===== config.mk =====
export PLATFORM = sky130hd
export DESIGN_NAME = dmem_lsu_ctrl
export DESIGN_NICKNAME = d
export VERILOG_FILES = /design/src/rtl/dmem_lsu_ctrl_pkg.sv /design/src/rtl/dmem_lsu_ctrl_lane_unit.sv /design/src/rtl/dmem_lsu_ctrl.sv
export SDC_FILE = /design/constraint.sdc
export NUM_CORES = 1
export LEC_CHECK = 0
export BUFFER_PORTS_ARGS = -buffer_cell sky130_fd_sc_hd__buf_2
export CORE_ASPECT_RATIO = 0.5
export CORE_MARGIN = 10
export CORE_UTILIZATION = 51
export CTS_CLUSTER_DIAMETER = 200
export DETAILED_ROUTE_END_ITERATION = 16
export PLACE_DENSITY = 0.81
export RECOVER_POWER = 100
export SETUP_SLACK_MARGIN = 0.05
export SLEW_MARGIN = 25
export SYNTH_ARGS = -nofsm -noshare
export SYNTH_HDL_FRONTEND = slang
export SYNTH_SLANG_ARGS = --single-unit

===== constraint.sdc =====
create_clock -name clk_i -period 2.68 [get_ports clk_i]
set_input_delay 0 -clock clk_i [delete_from_list [all_inputs] [get_ports clk_i]]
set_output_delay 0 -clock clk_i [all_outputs]
set_load 0.05 [all_outputs]

===== src/rtl/dmem_lsu_ctrl_pkg.sv =====
// Shared definitions for the data-memory load/store sequencer.
//   XLEN, DMEM_ADDR : datapath width and memory index width
//   L_* / S_*       : RV32I load/store funct3 encodings
//   lsu_state_e     : sequencer states
package dmem_lsu_ctrl_pkg;

  localparam int unsigned XLEN      = 32;
  localparam int unsigned DMEM_ADDR = 10;

  localparam logic [2:0] L_B  = 3'b000;
  localparam logic [2:0] L_H  = 3'b001;
  localparam logic [2:0] L_W  = 3'b010;
  localparam logic [2:0] L_BU = 3'b100;
  localparam logic [2:0] L_HU = 3'b101;

  localparam logic [2:0] S_B  = 3'b000;
  localparam logic [2:0] S_H  = 3'b001;
  localparam logic [2:0] S_W  = 3'b010;

  typedef enum logic [1:0] {
    IDLE  = 2'd0,
    READ  = 2'd1,
    WRITE = 2'd2,
    RESP  = 2'd3
  } lsu_state_e;

endpackage


===== src/rtl/dmem_lsu_ctrl_lane_unit.sv =====
// lsu_lane_unit: combinational little-endian lane handling.
//   funct3_i    : access size / signedness
//   offset_i    : byte offset inside the word
//   rd_word_i   : word read from memory
//   wdata_i     : store data (low byte/half used for sub-word stores)
//   load_data_o : extracted and extended load result
//   merged_o    : read word with the target lane replaced by store data
module lsu_lane_unit
  import dmem_lsu_ctrl_pkg::*;
(
  input  logic [2:0]      funct3_i,
  input  logic [1:0]      offset_i,
  input  logic [XLEN-1:0] rd_word_i,
  input  logic [XLEN-1:0] wdata_i,
  output logic [XLEN-1:0] load_data_o,
  output logic [XLEN-1:0] merged_o
);

  logic [4:0]      byte_sh;
  logic [4:0]      half_sh;
  logic [XLEN-1:0] byte_word;
  logic [XLEN-1:0] half_word;
  logic [7:0]      byte_v;
  logic [15:0]     half_v;
  logic [XLEN-1:0] mask;
  logic [XLEN-1:0] ins;

  always_comb begin
    byte_sh   = {offset_i, 3'b000};
    half_sh   = {offset_i[1], 4'b0000};
    byte_word = rd_word_i >> byte_sh;
    half_word = rd_word_i >> half_sh;
    byte_v    = byte_word[7:0];
    half_v    = half_word[15:0];

    load_data_o = rd_word_i;
    mask        = '0;
    ins         = '0;
    merged_o    = wdata_i;

    case (funct3_i[1:0])
      2'b00: begin
        load_data_o = funct3_i[2] ? {{(XLEN-8){1'b0}}, byte_v}
                                  : {{(XLEN-8){byte_v[7]}}, byte_v};
        mask     = XLEN'(8'hFF) << byte_sh;
        ins      = XLEN'(wdata_i[7:0]) << byte_sh;
        merged_o = (rd_word_i & ~mask) | ins;
      end
      2'b01: begin
        load_data_o = funct3_i[2] ? {{(XLEN-16){1'b0}}, half_v}
                                  : {{(XLEN-16){half_v[15]}}, half_v};
        mask     = XLEN'(16'hFFFF) << half_sh;
        ins      = XLEN'(wdata_i[15:0]) << half_sh;
        merged_o = (rd_word_i & ~mask) | ins;
      end
      default: begin
        load_data_o = rd_word_i;
        merged_o    = wdata_i;
      end
    endcase
  end

endmodule


===== src/rtl/dmem_lsu_ctrl.sv =====
// dmem_lsu_ctrl: one-outstanding load/store sequencer in front of data_memory.
//   clk_i, rst_ni               : clock, async active-low reset
//   req_valid_i/req_ready_o     : request handshake (accepted in IDLE only)
//   req_we_i, req_addr_i,
//   req_wdata_i, req_funct3_i   : access descriptor (byte address, RV32I funct3)
//   rsp_valid_o, rsp_err_o      : one-cycle completion pulse and error flag
//   rsp_rdata_o                 : extended load data, held until next load
//   mem_addr_o, mem_wr_data_o,
//   mem_wr_en_o, mem_funct3_o   : word-addressed memory side (full-word writes)
//   mem_rd_data_i               : combinational memory read data
module dmem_lsu_ctrl
  import dmem_lsu_ctrl_pkg::*;
#(
  parameter bit CHECK_ALIGN = 1'b1
) (
  input  logic            clk_i,
  input  logic            rst_ni,
  input  logic            req_valid_i,
  output logic            req_ready_o,
  input  logic            req_we_i,
  input  logic [XLEN-1:0] req_addr_i,
  input  logic [XLEN-1:0] req_wdata_i,
  input  logic [2:0]      req_funct3_i,
  output logic            rsp_valid_o,
  output logic [XLEN-1:0] rsp_rdata_o,
  output logic            rsp_err_o,
  output logic [XLEN-1:0] mem_addr_o,
  output logic [XLEN-1:0] mem_wr_data_o,
  output logic            mem_wr_en_o,
  output logic [2:0]      mem_funct3_o,
  input  logic [XLEN-1:0] mem_rd_data_i
);

  lsu_state_e      state;
  logic            we_q;
  logic [XLEN-1:0] addr_q;
  logic [XLEN-1:0] wdata_q;
  logic [2:0]      funct3_q;
  logic            err_q;
  logic [XLEN-1:0] rdata_q;

  logic            req_legal;
  logic            req_misal;
  logic            req_bad;
  logic [1:0]      lane_off;
  logic [XLEN-1:0] load_data;
  logic [XLEN-1:0] merged;

  always_comb begin
    if (req_we_i)
      req_legal = req_funct3_i inside {S_B, S_H, S_W};
    else
      req_legal = req_funct3_i inside {L_B, L_H, L_W, L_BU, L_HU};
    req_misal = 1'b0;
    if (CHECK_ALIGN) begin
      case (req_funct3_i[1:0])
        2'b01:   req_misal = req_addr_i[0];
        2'b10:   req_misal = |req_addr_i[1:0];
        default: req_misal = 1'b0;
      endcase
    end
    req_bad = !req_legal || req_misal;
  end

  // Masking the offset for H/W is a no-op when misaligned requests are
  // rejected, and gives the ignore-low-bits behaviour when they are not.
  always_comb begin
    case (funct3_q[1:0])
      2'b01:   lane_off = {addr_q[1], 1'b0};
      2'b10:   lane_off = 2'b00;
      default: lane_off = addr_q[1:0];
    endcase
  end

  lsu_lane_unit u_lane (
    .funct3_i    (funct3_q),
    .offset_i    (lane_off),
    .rd_word_i   (mem_rd_data_i),
    .wdata_i     (wdata_q),
    .load_data_o (load_data),
    .merged_o    (merged)
  );

  // wdata_q doubles as the merged-word register for SB/SH read-modify-write.
  always_ff @(posedge clk_i or negedge rst_ni) begin
    if (!rst_ni) begin
      state    <= IDLE;
      we_q     <= 1'b0;
      addr_q   <= '0;
      wdata_q  <= '0;
      funct3_q <= '0;
      err_q    <= 1'b0;
      rdata_q  <= '0;
    end else begin
      case (state)
        IDLE: begin
          if (req_valid_i) begin
            we_q     <= req_we_i;
            addr_q   <= req_addr_i;
            wdata_q  <= req_wdata_i;
            funct3_q <= req_funct3_i;
            err_q    <= req_bad;
            if (req_bad)
              state <= RESP;
            else if (!req_we_i)
              state <= READ;
            else if (req_funct3_i == S_W)
              state <= WRITE;
            else
              state <= READ;
          end
        end
        READ: begin
          if (we_q) begin
            wdata_q <= merged;
            state   <= WRITE;
          end else begin
            rdata_q <= load_data;
            state   <= RESP;
          end
        end
        WRITE:   state <= RESP;
        RESP:    state <= IDLE;
        default: state <= IDLE;
      endcase
    end
  end

  assign req_ready_o   = (state == IDLE);
  assign mem_wr_en_o   = (state == WRITE);
  assign rsp_valid_o   = (state == RESP);
  assign rsp_err_o     = (state == RESP) && err_q;
  assign rsp_rdata_o   = rdata_q;
  assign mem_addr_o    = {2'b00, addr_q[XLEN-1:2]};
  assign mem_wr_data_o = wdata_q;
  assign mem_funct3_o  = S_W;

endmodule


Word-level counts from Yosys, hierarchy flattened:

Index checks and enable logic that the tools add are counted.
Widths: inputs -> output; s select.

* output and inout port bits: 103
* RAM bits: 0
* latch bits: 0
* register bits after elaboration: 103
* bits in read-only memories: 0
* word-level logic and storage cells: 63
* memories kept: 0

* bitwise operators: 7
* equal/unequal tests: 14
* multiplexer cells: 16
* order comparisons: 0
* divide/modulo/power cells: 0
* $add $sub $neg: 0
* reduce and logical (&&, ||, !) cells: 13
* shifts and indexed selects: 6
* multiply operators: 0

Operator list (count)
* $pmux 32 s2: 3
* $mux 32: 4
* $and 32x32->32: 2
* $not 32->32: 2
* $or 32x32->32: 2
* $shl 16x5->32: 1
* $shl 16x5->32 const A: 1
* $shl 8x5->32: 1
* $shl 8x5->32 const A: 1
* $shr 32x5->16: 1
* $shr 32x5->8: 1
* $eq 2x2->1 const B: 4
* $mux 2: 4
* $pmux 2 s4: 1
* $eq 2x1->1 const B: 3
* $eq 3x3->1 const B: 2
* $reduce_bool 5->1: 1
* $logic_not 2->1: 2
* $ne 2x2->1 const B: 2
* $pmux 2 s2: 1
* $reduce_and 2->1: 2
* $reduce_and 4->1: 1
* $eq 3x1->1 const B: 1
* $eq 3x2->1 const B: 1
* 11 further kinds: 12

Logic depth before layout (Yosys ltp):

Gate-level depths: netlist of the first run.

* depth in word-level cells: 9
* depth in mapped cells: 8

By module:

From an unflattened synthesis of the first run, not the netlist that was laid out.

* cell total of the unflattened synthesis: 546
* area, all modules: 6200.9 µm²

By module, submodules not included
* dmem_lsu_ctrl: times used 1, area each 4685.7 µm², cells an instance 325, seq. area each 2577.5 µm²
* lsu_lane_unit: times used 1, area each 1515.2 µm², cells an instance 221, seq. area each 0.0 µm²

Worst setup path after synthesis of the first run:

No wires, ideal clock.

* kind: register -> register
* from: register state[0]
* to: register wdata_q[23] (netlist: mem_wr_data_o[23])
* required time: 2.603 ns
* library setup time: 0.077 ns
* path slack: 0.528 ns
* data arrival time: 2.075 ns
* period minus slack after synthesis: 2.152 ns
* stages on the path, launching flop included: 8
* path buffers: 1
* cell sequence: dfrtp_1 inv_1 ha_1 mux2_2 o21ai_2 clkbuf_1 a21oi_1 a21oi_1

* cells in the longest elaborated chain, start to end: 3
* elaborated cells on any way between the ends: 8
* those cells by class: eq/ne: 4; mux: 1; reduce/logical: 3

RTL lines
* start: declaration: RTL line dmem_lsu_ctrl.sv:34 `lsu_state_e state;`
* start signal: assignment: RTL line dmem_lsu_ctrl.sv:87 `state <= IDLE;`
* start signal: assignment: RTL line dmem_lsu_ctrl.sv:104 `state <= RESP;`
* start signal: assignment: RTL line dmem_lsu_ctrl.sv:106 `state <= READ;`
* $logic_not 2->1 (*)
* net req_ready_o: RTL line dmem_lsu_ctrl.sv:19 `output logic req_ready_o,`
* $ne 2x2->1 (no line) / $reduce_bool 2->1 (equally long branches)
* $reduce_and 4->1 (no line)
* end signal: assignment: RTL line dmem_lsu_ctrl.sv:100 `wdata_q <= req_wdata_i;`
* end signal: assignment: RTL line dmem_lsu_ctrl.sv:115 `wdata_q <= merged;`
* end: declaration: RTL line dmem_lsu_ctrl.sv:37 `logic [XLEN-1:0] wdata_q;`

The timed path passes the listed nets; every way through them passes the cells marked *.
A chain may end at the register's enable or synchronous reset.

==> metrics.txt, run 1 <==
status finished with violations; failing checks capacitance limit, slew limit; Total GRT Usage 0.243; Tot Pwr 12.1 mW; vias in the first global route 6079; Post-Layout Cell Count 1041; Post-synth EDFFs 0; count of pins over their slew limit 62; CTS tree done; CTS Buf Count 9; Avg Inst Size Synth 9.68 um^2; Setup Viol. Count Final 0; Die H 97.6 um; CP Launch Type register; Root Driver clkbuf_16; gr ovfl total 0; Min Hold Slack 0.00458 ns; Placement Setup Slack 0.265 ns; fraction of layout cells with a size suffix above 1 0.235; internal power 5.15 mW; WHS Path Cells 3; Comb pwr share 0.646; DP Area 7070 um^2; #FFs+latches synth 103; Slew @ Worst Pin 1.55 ns; Cell Area, Synth 6150 um^2; FMAX 0.402 GHz; Avg WL per Cell 21.2 um; Worst R2R Path Depth 8; Routed Antenna Nets 0; Yosys cell types 52; critical path data arrival time 2.78 ns; max_cap viols 1; port bufs 200; NumNets Final 979; Vias 6210; VDD IR max 0.689 mV; clk buf depth 2; num ports 206; Async SR Flop Fraction 1.00; final setup margin 0.192 ns; Fin. Hold Viols 0; CP Max Fanout 35; period utilization 0.928; routability cong. 0.916; Initial Util 0.521; Net Switching 6.97 mW; R2R Path Start funct3_q[1]; Clk pwr share 0.106; critical path class reg2reg; Routed Wire Length 22000 um; first-pass GRT wire length 33900 um; Synth-to-Final Area Change 29.8%; gate count of the mapped netlist 635; DP HPWL 15000 um; drt drc 0; Sink Count 103; Inst Count DP 941; Via density 5.97; Most used DFF post-synth dfrtp_1; CP endpoint kind register; Hold EP funct3_q[0]; sequential power share 0.248; Yosys Warn Count 0; post-cts gate resize count 0; die area 17100 um^2; post-synthesis sequential area ratio 0.419; Sw Ratio 0.575; Leak 3.37 nW; slew margin rel. -0.0321; Clock Skews 0.00588 ns; H-Tree Depth 3; final core occ 0.676; DRT Pass-1 Iters 6; fin area 7980 um^2; clk_lat worst skew 0.35 ns; RSZ-0062 raised after global routing no; std cell rows 28; Initial DRC Count 802; largest net degree at the start of global routing 62; Worst Path Required 2.97 ns; initial antenna violation count 3; r2r setup slk 0.19 ns; Cell Pwr Density 1520 nW/um^2; worst hold path startpoint req_funct3_i[0]; setup TNS 0 ns; min Tclk post-route 2.49 ns; Reg clk slew, reported paths 0.07 ns; Die X 175 um; Hold Path Class in2reg; Core Area 11800 um^2
-- cell usage in the layout (no fill, tap or decap), drive strengths merged, types with 10 or more instances in the layout --
master / netlist / layout
mux2: 50 / 50
nor2: 32 / 32
o211ai: 17 / 17
a22o: 15 / 15
a21oi: 70 / 70
clkbuf: 27 / 113
buf: 56 / 117
o22ai: 10 / 10
dlygate4sd3: 0 / 80
o21ai: 67 / 67
inv: 9 / 12
dfrtp: 103 / 103
nand2: 59 / 59
a221oi: 15 / 15
-- synth_stat cells (8+ instances only) --
cell type	number	area [um^2]
o21ai_0	49	245
o21ai_2	11	96.3
dfrtp_1	103	2580
and4b_1	8	80.1
a21oi_1	70	350
clkbuf_1	27	101
a22o_1	15	131
nand2_1	59	221
nor2_1	32	120
ha_1	9	113
mux2_2	50	563
o211ai_1	17	128
buf_2	9	45.0
a221oi_1	15	131
nand4_1	8	50.1
o2111a_1	8	90.1
buf_4	37	278
mux2i_1	8	80.1
o22ai_1	10	62.6
-- final cells by class --
type | instances | area [um^2]
Clock inverter | 7 | 55.1
Timing Repair Buffer | 301 | 1850
Clock buffer | 9 | 225
Tap cell | 165 | 206
Antenna cell | 4 | 10.0
Inverter | 10 | 37.5
Multi-Input combinational cell | 442 | 3020
Fill cell | 949 | 3820
Sequential cell | 103 | 2580
-- critical path: stages, from the launching register on --
cell and delay, ns:
dfrtp_1 0.39, inv_1 0.08, ha_1 0.43, clkbuf_2 0.60, nor2b_1 0.11, o21ai_1 0.14
clkbuf_2 0.22, a21o_1 0.27, a22o_1 0.18
-- worst max path at each step --
stage / from / to / slack [ns] / cells after the start
floorplan: state[0] / mem_wr_data_o[23] / 0.53 / 7
global placement: funct3_q[1] / rsp_rdata_o[3] / 0.35 / 7
detailed placement: funct3_q[1] / rsp_rdata_o[5] / 0.26 / 7
CTS: funct3_q[1] / rsp_rdata_o[5] / 0.28 / 7
global route: rst_ni / addr_q[4] / 0.02 / 3
finish: funct3_q[1] / register / 0.19 / 8
-- repair_timing --
item,4_1_cts,5_1_grt
hold buffers,80,0
hold endpoints to repair,139,0
buffers inserted,0,0
-- kinds of logic (layout without fill, tap and decap cells) --
family | count (synthesis) | after routing | share of synthesized area
compound gates | 246 | 246 | 0.273
fa+ha+maj | 9 | 9 | 0.0183
buf+inv | 93 | 327 | 0.0873
flops | 103 | 103 | 0.419
mux | 58 | 58 | 0.105
other cells | 2 | 9 | 0.00122
simple gates | 124 | 124 | 0.0961
-- power by group through the flow --
stage               clock network (mW)  logic (mW)  registers [mW]
finish                            1.28        7.83            3.01
global route                      1.36        8.34            3.10
CTS                               1.29        8.05            2.96
detailed placement                   0        7.93            2.98
global placement                     0        7.81            2.94
floorplan                            0        4.75            4.51
-- layer usage --
layer	GRT usage	vias to the layer above	wire, um
met1	0.302	2978	8790
met5	0	-	0
met4	0.0835	0	629
li1	-	2795	-
met3	0.0714	54	2310
met2	0.397	383	10300
(Power assumes the default switching activity.)
==> inputs of run 2 (changes only) <==
Settings changed: CORE_MARGIN 10 to 2.
==> metrics.txt, run 2 (same netlist as run 1, synthesis figures left out) <==
Vias 6145 (-1.0%); CTS tree done; Total GRT Usage 0.304 (+0.0602); Leak 3.38 nW (+0.40%); Clock Skews 0.00763 ns (+0.00175 ns); clk buf depth 2 (unchanged); VDD IR max 0.760 mV (+10%); max_cap viols 1 (unchanged); crit-path most repeated cell o21ai_0; Routed Antenna Nets 0 (unchanged); CP endpoint kind register; Core Area 11800 um^2 (-0.30%); Die X 159 um (-9.1%); RSZ-0062 raised after global routing no; critical path class reg2reg; std cell rows 28 (unchanged); Via density 5.92 (-0.76%); Cell Pwr Density 1500 nW/um^2 (-1.0%); Avg WL per Cell 19.1 um (-9.6%); DP HPWL 13400 um (-11%); drt drc 0 (unchanged); worst path cell trace ha_1, clkbuf_2, nand3b_1, o211a_1, o21ai_0, o21ai_0; R2R Path Start funct3_q[0]; commonest non-fill, non-tap cells in the layout dfrtp_1, buf_2, clkbuf_1, dlygate4sd3_1, a21oi_1; Worst Path Required 2.94 ns (-0.03 ns); Inst Count DP 940 (-0.11%); Placement Setup Slack 0.292 ns (+0.0275 ns); Filler Cell Count 950 (+0.11%); failing checks capacitance limit, slew limit; Fin. Hold Viols 0 (unchanged); vias in the first global route 6013 (-1.1%); largest net degree at the start of global routing 61 (-1.6%); final setup margin 0.212 ns (+0.0197 ns); clk_lat worst skew 0.36 ns (about the same); Worst R2R Path Depth 6 (-2); FMAX 0.405 GHz (+0.80%); CP Max Fanout 23 (-34%); status finished with violations; Root Driver clkbuf_16; ant diodes 0 (-4); Die H 81.6 um (-16%); worst hold path startpoint req_wdata_i[27]; routability cong. 0.933 (+1.9%); first-pass GRT wire length 30900 um (-9.0%); num ports 206 (unchanged); setup TNS 0 ns (unchanged); Initial Util 0.522 (+0.00155); H-Tree Depth 3 (unchanged); r2r setup slk 0.21 ns (+0.02 ns); Post-Layout Cell Count 1038 (-0.29%); Reg clk slew, reported paths 0.08 ns (about the same); die area 13000 um^2 (-24%); Synth-to-Final Area Change 29.9% (about the same); CP Launch Type register; crit path max-delay cell type o211a_1; Hold EP mem_wr_data_o[27]; Slew @ Worst Pin 1.54 ns (-0.00489 ns); Sink Count 103 (unchanged); Setup Viol. Count Final 0 (unchanged); period utilization 0.921 (-0.00736); WHS Path Cells 3 (unchanged); critical path data arrival time 2.73 ns (-0.05 ns); port bufs 200 (unchanged); min Tclk post-route 2.47 ns (-0.0197 ns); Routed Wire Length 19900 um (-9.8%); initial antenna violation count 0 (-3); Initial DRC Count 622 (-22%); NumNets Final 980 (+0.10%); CTS Buf Count 9 (unchanged); gr ovfl total 0 (unchanged); most common cell after layout, fill and taps aside dfrtp_1; Hold Path Class in2reg; DRT Pass-1 Iters 6 (unchanged); slew margin rel. -0.0288 (+0.00326); CP peak stage delay 0.53 ns (-0.07 ns); fraction of layout cells with a size suffix above 1 0.230 (-0.00485); postcts setup bufs 0 (unchanged); count of pins over their slew limit 61 (-1.6%)
run 2: cell type report:
type,count,area (um^2),share of cell area
Tap cell,165,206,0.0258
Timing Repair Buffer,302,1860,0.233
Sequential cell,103,2580,0.323
Clock buffer,10,239,0.0299
Inverter,10,37.5,0.00470
Clock inverter,6,53.8,0.00673
Multi-Input combinational cell,442,3010,0.377
run 2: per-stage QoR:
stage | total power [mW] | instance area, um^2 | hold WS, ns | utilization
global route | 12.7 | 7990 | 0.0120 | 0.679
floorplan | 9.27 | 6160 | -0.296 | -
global placement | 10.6 | 7050 | 0.124 | 0.599
finish | 12.0 | 7990 | 0.00523 | 0.679
detailed placement | 10.8 | 7050 | 0.129 | 0.599
CTS | 12.2 | 8170 | 0.000226 | 0.694
run 2: worst max path at each step:
stage | from | to | slack, ns | depth (start not counted)
final | funct3_q[0] | register | 0.21 | 6
after global routing | state[1] | rsp_rdata_o[9] | 0.06 | 7
after CTS | funct3_q[0] | rsp_rdata_o[12] | 0.23 | 5
after detailed placement | funct3_q[0] | rsp_rdata_o[12] | 0.29 | 5
after global placement | funct3_q[0] | rsp_rdata_o[14] | 0.37 | 5
after floorplan | state[0] | mem_wr_data_o[23] | 0.53 | 7
run 2: routing by layer:
layer,up-vias,share of wire,global-route usage
met2,345,0.47,0.510
met4,0,0.018,0.107
li1,2784,-,-
met5,-,0,0
met1,2984,0.42,0.385
met3,32,0.095,0.0859
run 2: worst max-delay path: cells and delay by family, from the launching register on:
kind / cells / cell delay (ns)
adder cells (fa/ha/maj): 1 / 0.41
AND/OR/NAND/NOR: 1 / 0.20
AO/OA/AOI/OAI: 3 / 0.97
buffers and inverters: 1 / 0.38
flip-flops: 1 / 0.40
run 2: timing repair:
action,4_1_cts,5_1_grt
endpoints found under the setup margin,0,7
hold endpoints to repair,139,0
gates resized for setup,0,1
hold buffers,82,0
run 2: power breakdown:
part / switching (mW) / total (mW) / leakage [nW] / internal (mW)
Sequential: 0.657 / 3.03 / 1.22 / 2.37
Clock: 0.635 / 1.31 / 0.141 / 0.671
Combinational: 5.56 / 7.68 / 2.02 / 2.12
==> inputs of run 3 (changes only) <==
Settings changed: CORE_UTILIZATION 51 to 45, PLACE_DENSITY 0.81 to 0.73.
==> metrics.txt, run 3 (same netlist as run 1, synthesis figures left out) <==
commonest non-fill, non-tap cells in the layout dfrtp_1, clkbuf_1, buf_2, dlygate4sd3_1, a21oi_1; CTS tree done; max_cap viols 0 (-1); RSZ-0062 raised after global routing no; Slew @ Worst Pin 1.15 ns (-0.396 ns); Sink Count 103 (unchanged); Die X 169 um (+6.3%); Routed Wire Length 19500 um (-2.0%); gr ovfl total 0 (unchanged); Worst R2R Path Depth 8 (+2); clk_lat worst skew 0.35 ns (about the same); fin area 8040 um^2 (+0.61%); Leak 3.39 nW (+0.36%); first-pass GRT wire length 30300 um (-1.7%); Inst Count DP 957 (+1.8%); Setup Viol. Count Final 0 (unchanged); drt drc 0 (unchanged); critical path data arrival time 2.60 ns (-0.13 ns); largest net degree at the start of global routing 45 (-26%); Total GRT Usage 0.263 (-0.0403); NumNets Final 985 (+0.51%); FMAX 0.422 GHz (+4.3%); Routed Antenna Nets 0 (unchanged); std cell rows 30 (+7.1%); R2R Path Start funct3_q[0]; Tot Pwr 12.1 mW (+1.1%); CP Launch Type register; Avg WL per Cell 18.5 um (-3.6%); period utilization 0.883 (-0.0376); CP Max Fanout 11 (-52%); DP HPWL 13400 um (+0.19%); die area 14700 um^2 (+13%); crit path from funct3_q[0]; Reg clk slew, reported paths 0.07 ns (about the same); Hold Path Class in2reg; H-Tree Depth 3 (unchanged); Placement Setup Slack 0.555 ns (+0.263 ns); num ports 206 (unchanged); Initial DRC Count 620 (-0.32%); Clock Skews 0.00737 ns (-0.000254 ns); Vias 6021 (-2.0%); routability cong. 0.899 (-3.6%); Core Area 13400 um^2 (+14%); fraction of layout cells with a size suffix above 1 0.236 (+0.00552); DRT Pass-1 Iters 5 (-1); DP Area 7090 um^2 (+0.48%); critical path class reg2reg; setup TNS 0 ns (unchanged); count of pins over their slew limit 0 (-100%); initial antenna violation count 1 (+1); Synth-to-Final Area Change 30.7%; CTS Buf Count 9 (unchanged); slew margin rel. 0.235 (+0.264); CP endpoint kind register; Cell Pwr Density 1510 nW/um^2 (+0.45%); port bufs 200 (unchanged); VDD IR max 0.608 mV (-20%); Fin. Hold Viols 0 (unchanged); Worst Path Required 2.92 ns (-0.02 ns); clk buf depth 2 (unchanged); min Tclk post-route 2.37 ns (-0.101 ns); final setup margin 0.313 ns (+0.101 ns); Initial Util 0.458 (-0.0648); Via density 5.71 (-3.6%); r2r setup slk 0.31 ns (+0.10 ns); vias in the first global route 5834 (-3.0%); Root Driver clkbuf_16; status complete, no violations; Post-Layout Cell Count 1055 (+1.6%); Die H 86.7 um (+6.1%)
[run 3: area by class of cell]
cell class	instances	area [um^2]
Multi-Input combinational cell	442	3010
Inverter	10	37.5
Clock inverter	6	92.6
Tap cell	176	220
Sequential cell	103	2580
Timing Repair Buffer	307	1850
Clock buffer	10	239
Antenna cell	1	2.50
Fill cell	1170	5400
[run 3: worst min-delay path by stage]
stage,from,to,slack [ns],cells past startpoint
5_1_grt,mem_rd_data_i[23],rsp_rdata_o[23],0.03,3
3_5_place_dp,rst_ni,addr_q[26],0.04,1
6_report,req_funct3_i[2],funct3_q[2],0.01,3
3_3_place_gp,rst_ni,addr_q[29],0.04,1
4_1_cts,mem_rd_data_i[5],rsp_rdata_o[5],0.0007,3
2_1_floorplan,rst_ni,asynchronous set/reset pin,-0.30,0
[run 3: critical path: stages, from the launching register on]
cell and delay [ns]:
dfrtp_1 0.37, inv_1 0.05, ha_1 0.37, nand2b_1 0.17, clkbuf_1 0.38, o21ai_0 0.17, clkbuf_2 0.20, a21o_1 0.28
a22o_1 0.26
[run 3: repair_timing]
action	CTS	global route
hold buffers	81	0
setup buffers	0	0
hold endpoints to repair	121	0
resized for setup	0	0
[run 3: layer usage]
metal  global-route usage  wire, um  vias to the layer above
met5                    0         0                        -
met4               0.0816       310                        0
met3               0.0781      1820                       32
met2                0.429      8980                      300
met1                0.342      8370                     2898
li1                     -         -                     2791
[run 3: metrics by stage]
step,utilization,hold WS [ns]
global placement,0.527,0.0353
global route,0.598,0.0275
floorplan,-,-0.296
CTS,0.612,0.000666
finish,0.598,0.00962
detailed placement,0.527,0.0438
[run 3: report_power, final]
| part | total (mW) | switching (mW) | internal (mW) |
|---|---|---|---|
| Clock | 1.46 | 0.611 | 0.850 |
| Sequential | 3.01 | 0.641 | 2.37 |
| Combinational | 7.67 | 5.55 | 2.12 |
| Total | 12.1 | 6.80 | 5.34 |
